===== src/rtl/mpsoc_dbg_wb_burst_biu.sv =====
// Debug Wishbone burst bus interface unit: runs one command of up to
// MAX_BURST_LEN beats with byte-lane steering and valid/ready data flow control.
module mpsoc_dbg_wb_burst_biu #(
  parameter int ADDR_WIDTH    = 32,
  parameter int DATA_WIDTH    = 32,
  parameter int MAX_BURST_LEN = 16,
  parameter int TIMEOUT       = 1023,
  parameter int LEN_W         = $clog2(MAX_BURST_LEN) + 1
) (
  input  logic                      wb_clk_i,
  input  logic                      wb_rst_i,
  input  logic                      cmd_valid_i,
  output logic                      cmd_ready_o,
  input  logic                      cmd_we_i,
  input  logic [ADDR_WIDTH-1:0]     cmd_adr_i,
  input  logic [3:0]                cmd_size_i,
  input  logic [LEN_W-1:0]          cmd_len_i,
  input  logic                      wdat_valid_i,
  output logic                      wdat_ready_o,
  input  logic [DATA_WIDTH-1:0]     wdat_i,
  output logic                      rdat_valid_o,
  input  logic                      rdat_ready_i,
  output logic [DATA_WIDTH-1:0]     rdat_o,
  output logic                      done_o,
  output logic [1:0]                status_o,
  output logic [LEN_W-1:0]          beats_o,
  output logic                      wb_cyc_o,
  output logic                      wb_stb_o,
  output logic                      wb_we_o,
  output logic [ADDR_WIDTH-1:0]     wb_adr_o,
  output logic [DATA_WIDTH/8-1:0]   wb_sel_o,
  output logic [DATA_WIDTH-1:0]     wb_dat_o,
  input  logic [DATA_WIDTH-1:0]     wb_dat_i,
  output logic [2:0]                wb_cti_o,
  output logic [1:0]                wb_bte_o,
  input  logic                      wb_ack_i,
  input  logic                      wb_err_i
);

  localparam int NB   = DATA_WIDTH / 8;
  localparam int OFFW = $clog2(NB);

  typedef enum logic [2:0] {IDLE, CHECK, WDATA, BUS, RHOLD, DONE} state_t;

  state_t                  state_q, state_d;
  logic                    we_q, we_d;
  logic [ADDR_WIDTH-1:0]   adr_q, adr_d;
  logic [3:0]              size_q, size_d;
  logic [LEN_W-1:0]        len_q, len_d;
  logic [LEN_W-1:0]        beats_q, beats_d;
  logic [DATA_WIDTH-1:0]   wdat_q, wdat_d;
  logic [DATA_WIDTH-1:0]   rdat_q, rdat_d;
  logic [1:0]              status_q, status_d;
  logic [31:0]             to_q, to_d;

  logic [OFFW-1:0]         off;
  logic [NB-1:0]           sel;
  logic [DATA_WIDTH-1:0]   wrep;
  logic [DATA_WIDTH-1:0]   rshift;
  logic [DATA_WIDTH-1:0]   rlane;
  logic [LEN_W-1:0]        remaining;
  logic                    full_word, last_ack, cmd_bad, bus;
  logic [2:0]              cti;

  assign off       = adr_q[OFFW-1:0];
  assign full_word = (32'(size_q) == NB);
  assign remaining = len_q - beats_q;
  assign last_ack  = ((beats_q + LEN_W'(1)) == len_q);
  assign bus       = (state_q == BUS);

  assign cmd_bad = !((size_q == 4'd1) || (size_q == 4'd2) || (size_q == 4'd4) || (size_q == 4'd8))
                || (32'(size_q) > NB)
                || ((adr_q[2:0] & (size_q[2:0] - 3'd1)) != 3'd0)
                || (len_q == '0)
                || (len_q > LEN_W'(MAX_BURST_LEN));

  // Lane steering: select mask, write replication and read extraction.
  always_comb begin
    sel  = '0;
    wrep = '0;
    rlane = '0;
    rshift = wb_dat_i >> {off, 3'b000};
    for (int unsigned i = 0; i < NB; i++) begin
      sel[i +: 1] = (i >= 32'(off)) && (i < 32'(off) + 32'(size_q));
      case (size_q)
        4'd1:    wrep[8*i +: 8] = wdat_i[7:0];
        4'd2:    wrep[8*i +: 8] = wdat_i[8*(i%2) +: 8];
        4'd4:    wrep[8*i +: 8] = wdat_i[8*(i%4) +: 8];
        default: wrep[8*i +: 8] = wdat_i[8*(i%8) +: 8];
      endcase
      if (i < 32'(size_q)) rlane[8*i +: 8] = rshift[8*i +: 8];
    end
  end

  always_comb begin
    cti = 3'b000;
    if (full_word && remaining >= LEN_W'(2))                     cti = 3'b010;
    else if (full_word && len_q > LEN_W'(1) && remaining == LEN_W'(1)) cti = 3'b111;
  end

  always_comb begin
    state_d      = state_q;
    we_d         = we_q;
    adr_d        = adr_q;
    size_d       = size_q;
    len_d        = len_q;
    beats_d      = beats_q;
    wdat_d       = wdat_q;
    rdat_d       = rdat_q;
    status_d     = status_q;
    to_d         = '0;
    wdat_ready_o = 1'b0;
    rdat_valid_o = 1'b0;
    done_o       = 1'b0;
    case (state_q)
      IDLE: begin
        if (cmd_valid_i && cmd_ready_o) begin
          we_d     = cmd_we_i;
          adr_d    = cmd_adr_i;
          size_d   = cmd_size_i;
          len_d    = cmd_len_i;
          beats_d  = '0;
          status_d = 2'b00;
          state_d  = CHECK;
        end
      end
      CHECK: begin
        if (cmd_bad) begin
          status_d = 2'b11;
          state_d  = DONE;
        end else begin
          state_d = we_q ? WDATA : BUS;
        end
      end
      WDATA: begin
        wdat_ready_o = 1'b1;
        if (wdat_valid_i) begin
          wdat_d  = wrep;
          state_d = BUS;
        end
      end
      BUS: begin
        // err wins over a simultaneous ack; the beat is not counted.
        if (wb_err_i) begin
          status_d = 2'b01;
          state_d  = DONE;
        end else if (wb_ack_i) begin
          beats_d = beats_q + LEN_W'(1);
          adr_d   = adr_q + ADDR_WIDTH'(size_q);
          if (!we_q) begin
            rdat_d  = rlane;
            state_d = RHOLD;
          end else if (last_ack) begin
            status_d = 2'b00;
            state_d  = DONE;
          end else begin
            state_d = WDATA;
          end
        end else if (TIMEOUT != 0 && to_q == 32'(TIMEOUT - 1)) begin
          status_d = 2'b10;
          state_d  = DONE;
        end else begin
          to_d = to_q + 32'd1;
        end
      end
      RHOLD: begin
        rdat_valid_o = 1'b1;
        if (rdat_ready_i) begin
          if (beats_q == len_q) begin
            status_d = 2'b00;
            state_d  = DONE;
          end else begin
            state_d = BUS;
          end
        end
      end
      DONE: begin
        done_o  = 1'b1;
        state_d = IDLE;
      end
      default: state_d = IDLE;
    endcase
  end

  always_ff @(posedge wb_clk_i) begin
    if (wb_rst_i) begin
      state_q  <= IDLE;
      we_q     <= 1'b0;
      adr_q    <= '0;
      size_q   <= '0;
      len_q    <= '0;
      beats_q  <= '0;
      wdat_q   <= '0;
      rdat_q   <= '0;
      status_q <= '0;
      to_q     <= '0;
    end else begin
      state_q  <= state_d;
      we_q     <= we_d;
      adr_q    <= adr_d;
      size_q   <= size_d;
      len_q    <= len_d;
      beats_q  <= beats_d;
      wdat_q   <= wdat_d;
      rdat_q   <= rdat_d;
      status_q <= status_d;
      to_q     <= to_d;
    end
  end

  // Ready is masked during reset so every output reads zero at the reset edge.
  assign cmd_ready_o = (state_q == IDLE) && !wb_rst_i;
  assign rdat_o      = rdat_q;
  assign status_o    = status_q;
  assign beats_o     = beats_q;
  assign wb_cyc_o    = bus;
  assign wb_stb_o    = bus;
  assign wb_we_o     = bus && we_q;
  assign wb_adr_o    = bus ? (adr_q & ~ADDR_WIDTH'(NB - 1)) : '0;
  assign wb_sel_o    = bus ? sel : '0;
  assign wb_dat_o    = (bus && we_q) ? wdat_q : '0;
  assign wb_cti_o    = bus ? cti : 3'b000;
  assign wb_bte_o    = 2'b00;

endmodule

===== config.mk =====
export PLATFORM = sky130hd
export DESIGN_NAME = mpsoc_dbg_wb_burst_biu
export DESIGN_NICKNAME = d
export VERILOG_FILES = /design/src/rtl/mpsoc_dbg_wb_burst_biu.sv
export SDC_FILE = /design/constraint.sdc
export NUM_CORES = 1
export LEC_CHECK = 0
export BUFFER_PORTS_ARGS = -buffer_cell sky130_fd_sc_hd__buf_4
export CORE_AREA = 2 2 218 134
export CTS_BUF_LIST = sky130_fd_sc_hd__clkbuf_2 sky130_fd_sc_hd__clkbuf_4 sky130_fd_sc_hd__clkbuf_8
export DETAILED_ROUTE_END_ITERATION = 10
export DIE_AREA = 0 0 220 136
export PLACE_DENSITY = 0.52
export SLEW_MARGIN = 40
export SYNTH_ARGS = -nofsm -noshare
export SYNTH_HDL_FRONTEND = slang
export SYNTH_SLANG_ARGS = --single-unit

===== constraint.sdc =====
create_clock -name wb_clk_i -period 5.98 [get_ports wb_clk_i]
set_input_delay 1.196 -clock wb_clk_i [delete_from_list [all_inputs] [get_ports wb_clk_i]]
set_output_delay 1.196 -clock wb_clk_i [all_outputs]
set_load 0.01 [all_outputs]

Yosys cells after proc, flatten, opt, wreduce, memory -nomap -nowiden

Index checks and enable logic that the tools add are counted.

Word-level logic and storage cells: 136
Register bits after elaboration: 148
Input bits: 113
Output and inout port bits: 119

Multiplexer cells: 46
Reductions and logical operators: 31
$lt $le $gt $ge: 15
Add/subtract/negate cells: 6
Bitwise operators: 4
Eq/ne operators: 23
Shift operators: 1

Operator list:

| operator                                                   | number |
|---|---|
| two-way mux 32 bit                                         | 5 |
| less-than comparator 1 x 32 -> 1 bit, first input constant | 2 |
| case mux 32 bit (2 select lines)                           | 1 |
| two-way mux 8 bit                                          | 6 |
| two-way mux 3 bit                                          | 13 |
| adder 32 x 1 -> 32 bit, second input constant              | 1 |
| adder 32 x 4 -> 32 bit                                     | 1 |
| equality test 32 x 10 -> 1 bit, second input constant      | 1 |
| less-than comparator 2 x 32 -> 1 bit, first input constant | 1 |
| >> shifter 32 x 5 -> 32 bit                                | 1 |
| two-way mux 2 bit                                          | 9 |
| case mux 8 bit (2 select lines)                            | 1 |
| two-way mux 5 bit                                          | 3 |
| case mux 3 bit (5 select lines)                            | 1 |
| != test 2 bit, second input constant                       | 7 |
| AND reduction 4 bit                                        | 3 |
| equality test 5 bit                                        | 2 |
| case mux 5 bit (2 select lines)                            | 1 |
| logical AND 1 bit                                          | 9 |
| less-than comparator 1 x 4 -> 1 bit, first input constant  | 2 |
| less-than comparator 2 x 4 -> 1 bit, first input constant  | 2 |
| != test 4 bit, second input constant                       | 2 |
| case mux 2 bit (4 select lines)                            | 1 |
| AND reduction 8 bit                                        | 1 |
| 34 further kinds                                           | 50 |

Logic depth before layout (Yosys ltp)

Word-level depth: 11
Gate-level depth with buffers: 10
Depth with buffers taken out: 9

Worst setup path after synthesis

OpenSTA, ideal clock, no wires.

Path kind: reg-to-output
From: register beats_q[0], in the netlist beats_o[0]
To: output port wb_cti_o[2]
Buffers on the path: 1
Setup slack: 2.552 ns
Required time: 4.784 ns
Cell stages (with the launch flop): 10
Arrival time: 2.232 ns
Cells stage by stage: dfxtp_1 ha_1 inv_1 fa_1 a21o_1 a21oi_1 xnor2_1 or4_1 nor2_1 buf_4

Word-level cells in the longest chain between the ends: 6
Elaborated cells on any way between the ends: 8
Classes of those cells: 1 x add/sub; 1 x order compare; 1 x eq/ne; 3 x mux; 2 x reduce/logical

Ends and longest elaborated chain:

| element                                                              | line | source |
|---|---|---|
| start, declared                                                      | 50   | `logic [LEN_W-1:0] beats_q, beats_d;` |
| start signal, assigned                                               | 203  | `beats_q <= beats_d;` |
| subtractor 5 bit *                                                   | 67   | `assign remaining = len_q - beats_q;` |
| branches (longest 3 deep; another with >= comparator 5 x 2 -> 1 bit) | --   |  |
| two-way mux 3 bit *                                                  | 97   | `if (full_word && remaining >= LEN_W'(2)) cti = 3'b010;` |
| two-way mux 3 bit *                                                  | 222  | `assign wb_cti_o = bus ? cti : 3'b000;` |
| end, declared                                                        | 34   | `output logic [2:0] wb_cti_o,` |

Every way passes the cells marked *.

Worst setup path after layout

From: register adr_q[1]
To: output port wb_sel_o[0]

Word-level cells in the longest chain between the ends: 4
Elaborated cells on any way between the ends: 5
Classes of those cells: 1 x add/sub; 2 x order compare; 1 x mux; 1 x reduce/logical

Ends and longest elaborated chain:

| element                              | line | source |
|---|---|---|
| start, declared                      | 47   | `logic [ADDR_WIDTH-1:0] adr_q, adr_d;` |
| start signal, assigned               | 200  | `adr_q <= adr_d;` |
| adder 2 x 4 -> 5 bit                 | 84   | `sel[i +: 1] = (i >= 32'(off)) && (i < 32'(off) + 32'(size_q));` |
| less-than comparator 1 x 32 -> 1 bit | 84   |  |
| logical AND 1 bit *                  | 84   |  |
| two-way mux 4 bit *                  | 220  | `assign wb_sel_o = bus ? sel : '0;` |
| end, declared                        | 31   | `output logic [DATA_WIDTH/8-1:0] wb_sel_o,` |

Mark *: on every way between the ends. The rest lies on a longest branch, timed or not.

==> results.cfg <==
[run_status]
outcome = finished, final reports clean

[logic_synthesis]
yosysTopAreaCellShare_pct = 35.9
post_synth_instance_area_sq_um = 8260
yosys.area.top_type = sky130_fd_sc_hd__dfxtp_1
dominantRegCellSynth = sky130_fd_sc_hd__dfxtp_1
synthTopCellsByArea = sky130_fd_sc_hd__dfxtp_1 (36%), sky130_fd_sc_hd__nor2_1 (6.5%), sky130_fd_sc_hd__nand2_1 (5.5%)
synth_edf_count = 0
postSynthAreaPerCell_sq_um = 7.83
ys_seq_area_share_pct = 35.9
postSynthRegisterBits = 148
synth-warning-count = 0
cell_count_after_synthesis = 1054
synth_cell_types = 64
synth_async_sr_flop_share_pct = 0

[floorplan]
die_x_um = 220
total_die_area_sq_um = 29900
rows = 48
num_io_pins = 232
die_h_um = 136
start_util_pct = 29.4
floorplan.core_area_sq_um = 28100

[drt]
detail_route.iter0.violations = 637
detail_route.first_pass.iterations = 5
avgViaCountPerCell = 5.11
detail_route.wirelength_mm = 29.0
route.vias.total = 8284
antenna_left = 0
routedWlPerCell_um = 17.9
drc = 0

[global_route]
grt_pass1_vias = 7570
overflow = 0
grt_antenna_before_repair = 1
grt_start_max_net_pins = 66
groute.usage.overall_pct = 18.9
grt_pass1_wl_mm = 43.6

[clocking]
clkTransAtPathRegs_ns = 0.08
cts_tree = done
tritoncts.num_buffers = 17
clock_path_buffers = 2
cts.repair.resized = 0
clk_root_buffer_cell = sky130_fd_sc_hd__clkbuf_8
hold_buffers = 0
insertion_delay_ns = 0.46
clock_tree.htree_level_count = 4
cts_sinks = 148
setup_fix_buffers_added_after_clock_tree_synthesis = 0

[setup_path]
worst_path_dominant_cell_family = buffers and inverters
crit_required_ns = 4.78
crit_path_kind = reg2out
cp_num_buf_inv = 3
type_of_destination_of_the_critical_path = output pin
critical_path_peak_fanout = 32
worstPathCellList = buf_4, inv_1, fa_1, mux2i_1, nor2_1, and2_1, a2111oi_0, buf_4
cp_slowest_stage_delay_ns = 0.71
timing.critical_path.slowest_stage_cell = sky130_fd_sc_hd__a2111oi_0
critical_path.most_common_cell = sky130_fd_sc_hd__buf_4
setup.worst_path.start_class = flip-flop
worst-endpoint-arrival_ns = 3.17

[layout]
finalNonFillerCells = 1621
filler_cells = 2958
antenna-diode-count = 0
number_of_nets_at_the_end_of_the_flow = 1364
area_growth_pct = 28.4
multi_input_area_sq_um = 4900
post_route_cells_drive_above_1_share_pct = 23.9
seqCellArea_sq_um = 2960
post-route-util_pct = 37.7

[placement]
place_hpwl_mm = 20.8
dpl.cell_count = 1590
finalWeightedCongestion = 0.856
placement.io_buffers = 227

[sta]
worst_hold_slack_ns = 0.457
report.final.setup_viol = 0
portion_of_the_clock_cycle_consumed_by_the_worst_path_in_the_final_layout_pct = 73.0
clock.fmax_ghz = 0.229
slew_viol_final = 0
timing.final.crit_period_ns = 4.36
worst_pin_slew_ns = 0.899
unrepaired_setup_endpoints_after_global_routing = no
setup_total_negative_slack_ns = 0
final.setup_skew_ns = 0.0136
hold_violations = 0
relSlewSlack_pct = 40.1

[power_and_ir_drop]
post-layout-total-power_mw = 3.00
max-vdd-ir-drop_v = 0.000140
p_leak_nw = 4.31
power-per-cell-area_nw_per_um2 = 283

[hold_path]
hold_path.class = reg2reg

[flow_run]
timing.max_cap.violations = 0
[layout by cell type (no fill, tap or decap), types with 15 or more instances in the layout]
master                     count
sky130_fd_sc_hd__and2_1       33
sky130_fd_sc_hd__xnor2_1      21
sky130_fd_sc_hd__dfxtp_1     148
sky130_fd_sc_hd__clkbuf_8     20
sky130_fd_sc_hd__buf_4       238
sky130_fd_sc_hd__mux2i_1      43
sky130_fd_sc_hd__o21ai_0      47
sky130_fd_sc_hd__and3_1       45
sky130_fd_sc_hd__nor3_1       25
sky130_fd_sc_hd__a22oi_1      34
sky130_fd_sc_hd__nor2_1      141
sky130_fd_sc_hd__nand2_1     120
sky130_fd_sc_hd__nand3_1      44
sky130_fd_sc_hd__xor2_1       24
sky130_fd_sc_hd__inv_1        23
sky130_fd_sc_hd__a311oi_1     18
sky130_fd_sc_hd__ha_1         15
sky130_fd_sc_hd__a21oi_1      52
[cell type report]
cell class	instances	share of cell area [%]
multi-input combinational	805	46.2
sequential	148	28.0
timing repair buffer	238	16.9
tap	375	4.43
clock buffer	22	2.74
clock inverter	9	0.980
inverter	24	0.850
[power by group]
group          internal (mW)  switching, mW
registers               1.09          0.138
clock network          0.409          0.405
logic                  0.389          0.570
total                   1.89           1.11
[cells in the mapped netlist, drive strengths merged (2+ instances only)]
| master | count |
|---|---|
| buf | 31 |
| clkbuf | 49 |
| a22oi | 34 |
| a211oi | 10 |
| o221a | 4 |
| nand4b | 2 |
| nand2b | 4 |
| a31oi | 3 |
| nor3 | 27 |
| o21ba | 2 |
| xnor2 | 21 |
| ha | 15 |
| or4 | 2 |
| o31ai | 9 |
| a21o | 6 |
| o211ai | 2 |
| o2111ai | 3 |
| mux2i | 43 |
| xor2 | 24 |
| and3 | 45 |
| o22ai | 10 |
| nor4 | 11 |
| and4 | 4 |
| nor2 | 143 |
| a21oi | 52 |
| a311oi | 18 |
| nand4 | 14 |
| mux2 | 9 |
| nor2b | 6 |
| o221ai | 2 |
| inv | 24 |
| fa | 2 |
| dfxtp | 148 |
| o311ai | 3 |
| or3 | 5 |
| o21ai | 48 |
| and2 | 34 |
| nand2 | 121 |
| nor4b | 2 |
| o21a | 2 |
| a2111oi | 2 |
| nand3 | 45 |
[tightest hold or removal path, delay by kind of cell, from the launching register on]
family           cells  cell delay, ns
AO/OA/AOI/OAI        1            0.05
flip-flops           1            0.31
AND/OR/NAND/NOR      1            0.05
[state kept, by name (all words and copies together), names as in the netlist]
signal	count
size_q	4
rdat_o	32
we_q	1
beats_o	5
status_o	2
adr_q	32
wdat_q	32
len_q	5
state_q	3
to_q	32
[metrics by stage]
step,worst slack (ns),cell area [sq um]
floorplan,2.55,8270
global placement,2.13,10200
detailed placement,2.16,10200
CTS,1.64,10600
global route,1.39,10600
finish,1.62,10600
[routing by layer]
metal	GRT usage [%]	vias to the layer above	routed length [um]
met2	27.2	253	11900
met4	3.39	0	269
met1	28.5	3927	14800
li1	-	4086	-
met5	0	-	0
met3	4.56	18	2000
[path summary, 6_finish.rpt]
kind         startpoint           to  slack, ns  depth (start not counted)
max            adr_q[1]  wb_sel_o[0]       1.62                          8
min reg2reg  rdat_o[27]   rdat_o[27]       0.46                          2
max reg2reg  state_q[1]     adr_q[1]       2.43                          7
min          rdat_o[27]   rdat_o[27]       0.46                          2
[cells by family (layout without fill, tap and decap cells)]
| logic type | after synthesis | count (layout) | synth area share [%] |
|---|---|---|---|
| AOI/OAI and AO/OA | 218 | 218 | 17.4 |
| xor gates and xnor gates | 45 | 45 | 4.77 |
| adders and majority gates | 17 | 17 | 2.76 |
| buffers and inverters | 104 | 293 | 5.39 |
| DFF | 148 | 148 | 35.9 |
| muxes | 52 | 52 | 6.44 |
| other | 1 | 4 | 0.0454 |
| and+or+nand+nor | 469 | 469 | 27.3 |
(Power assumes the default switching activity.)
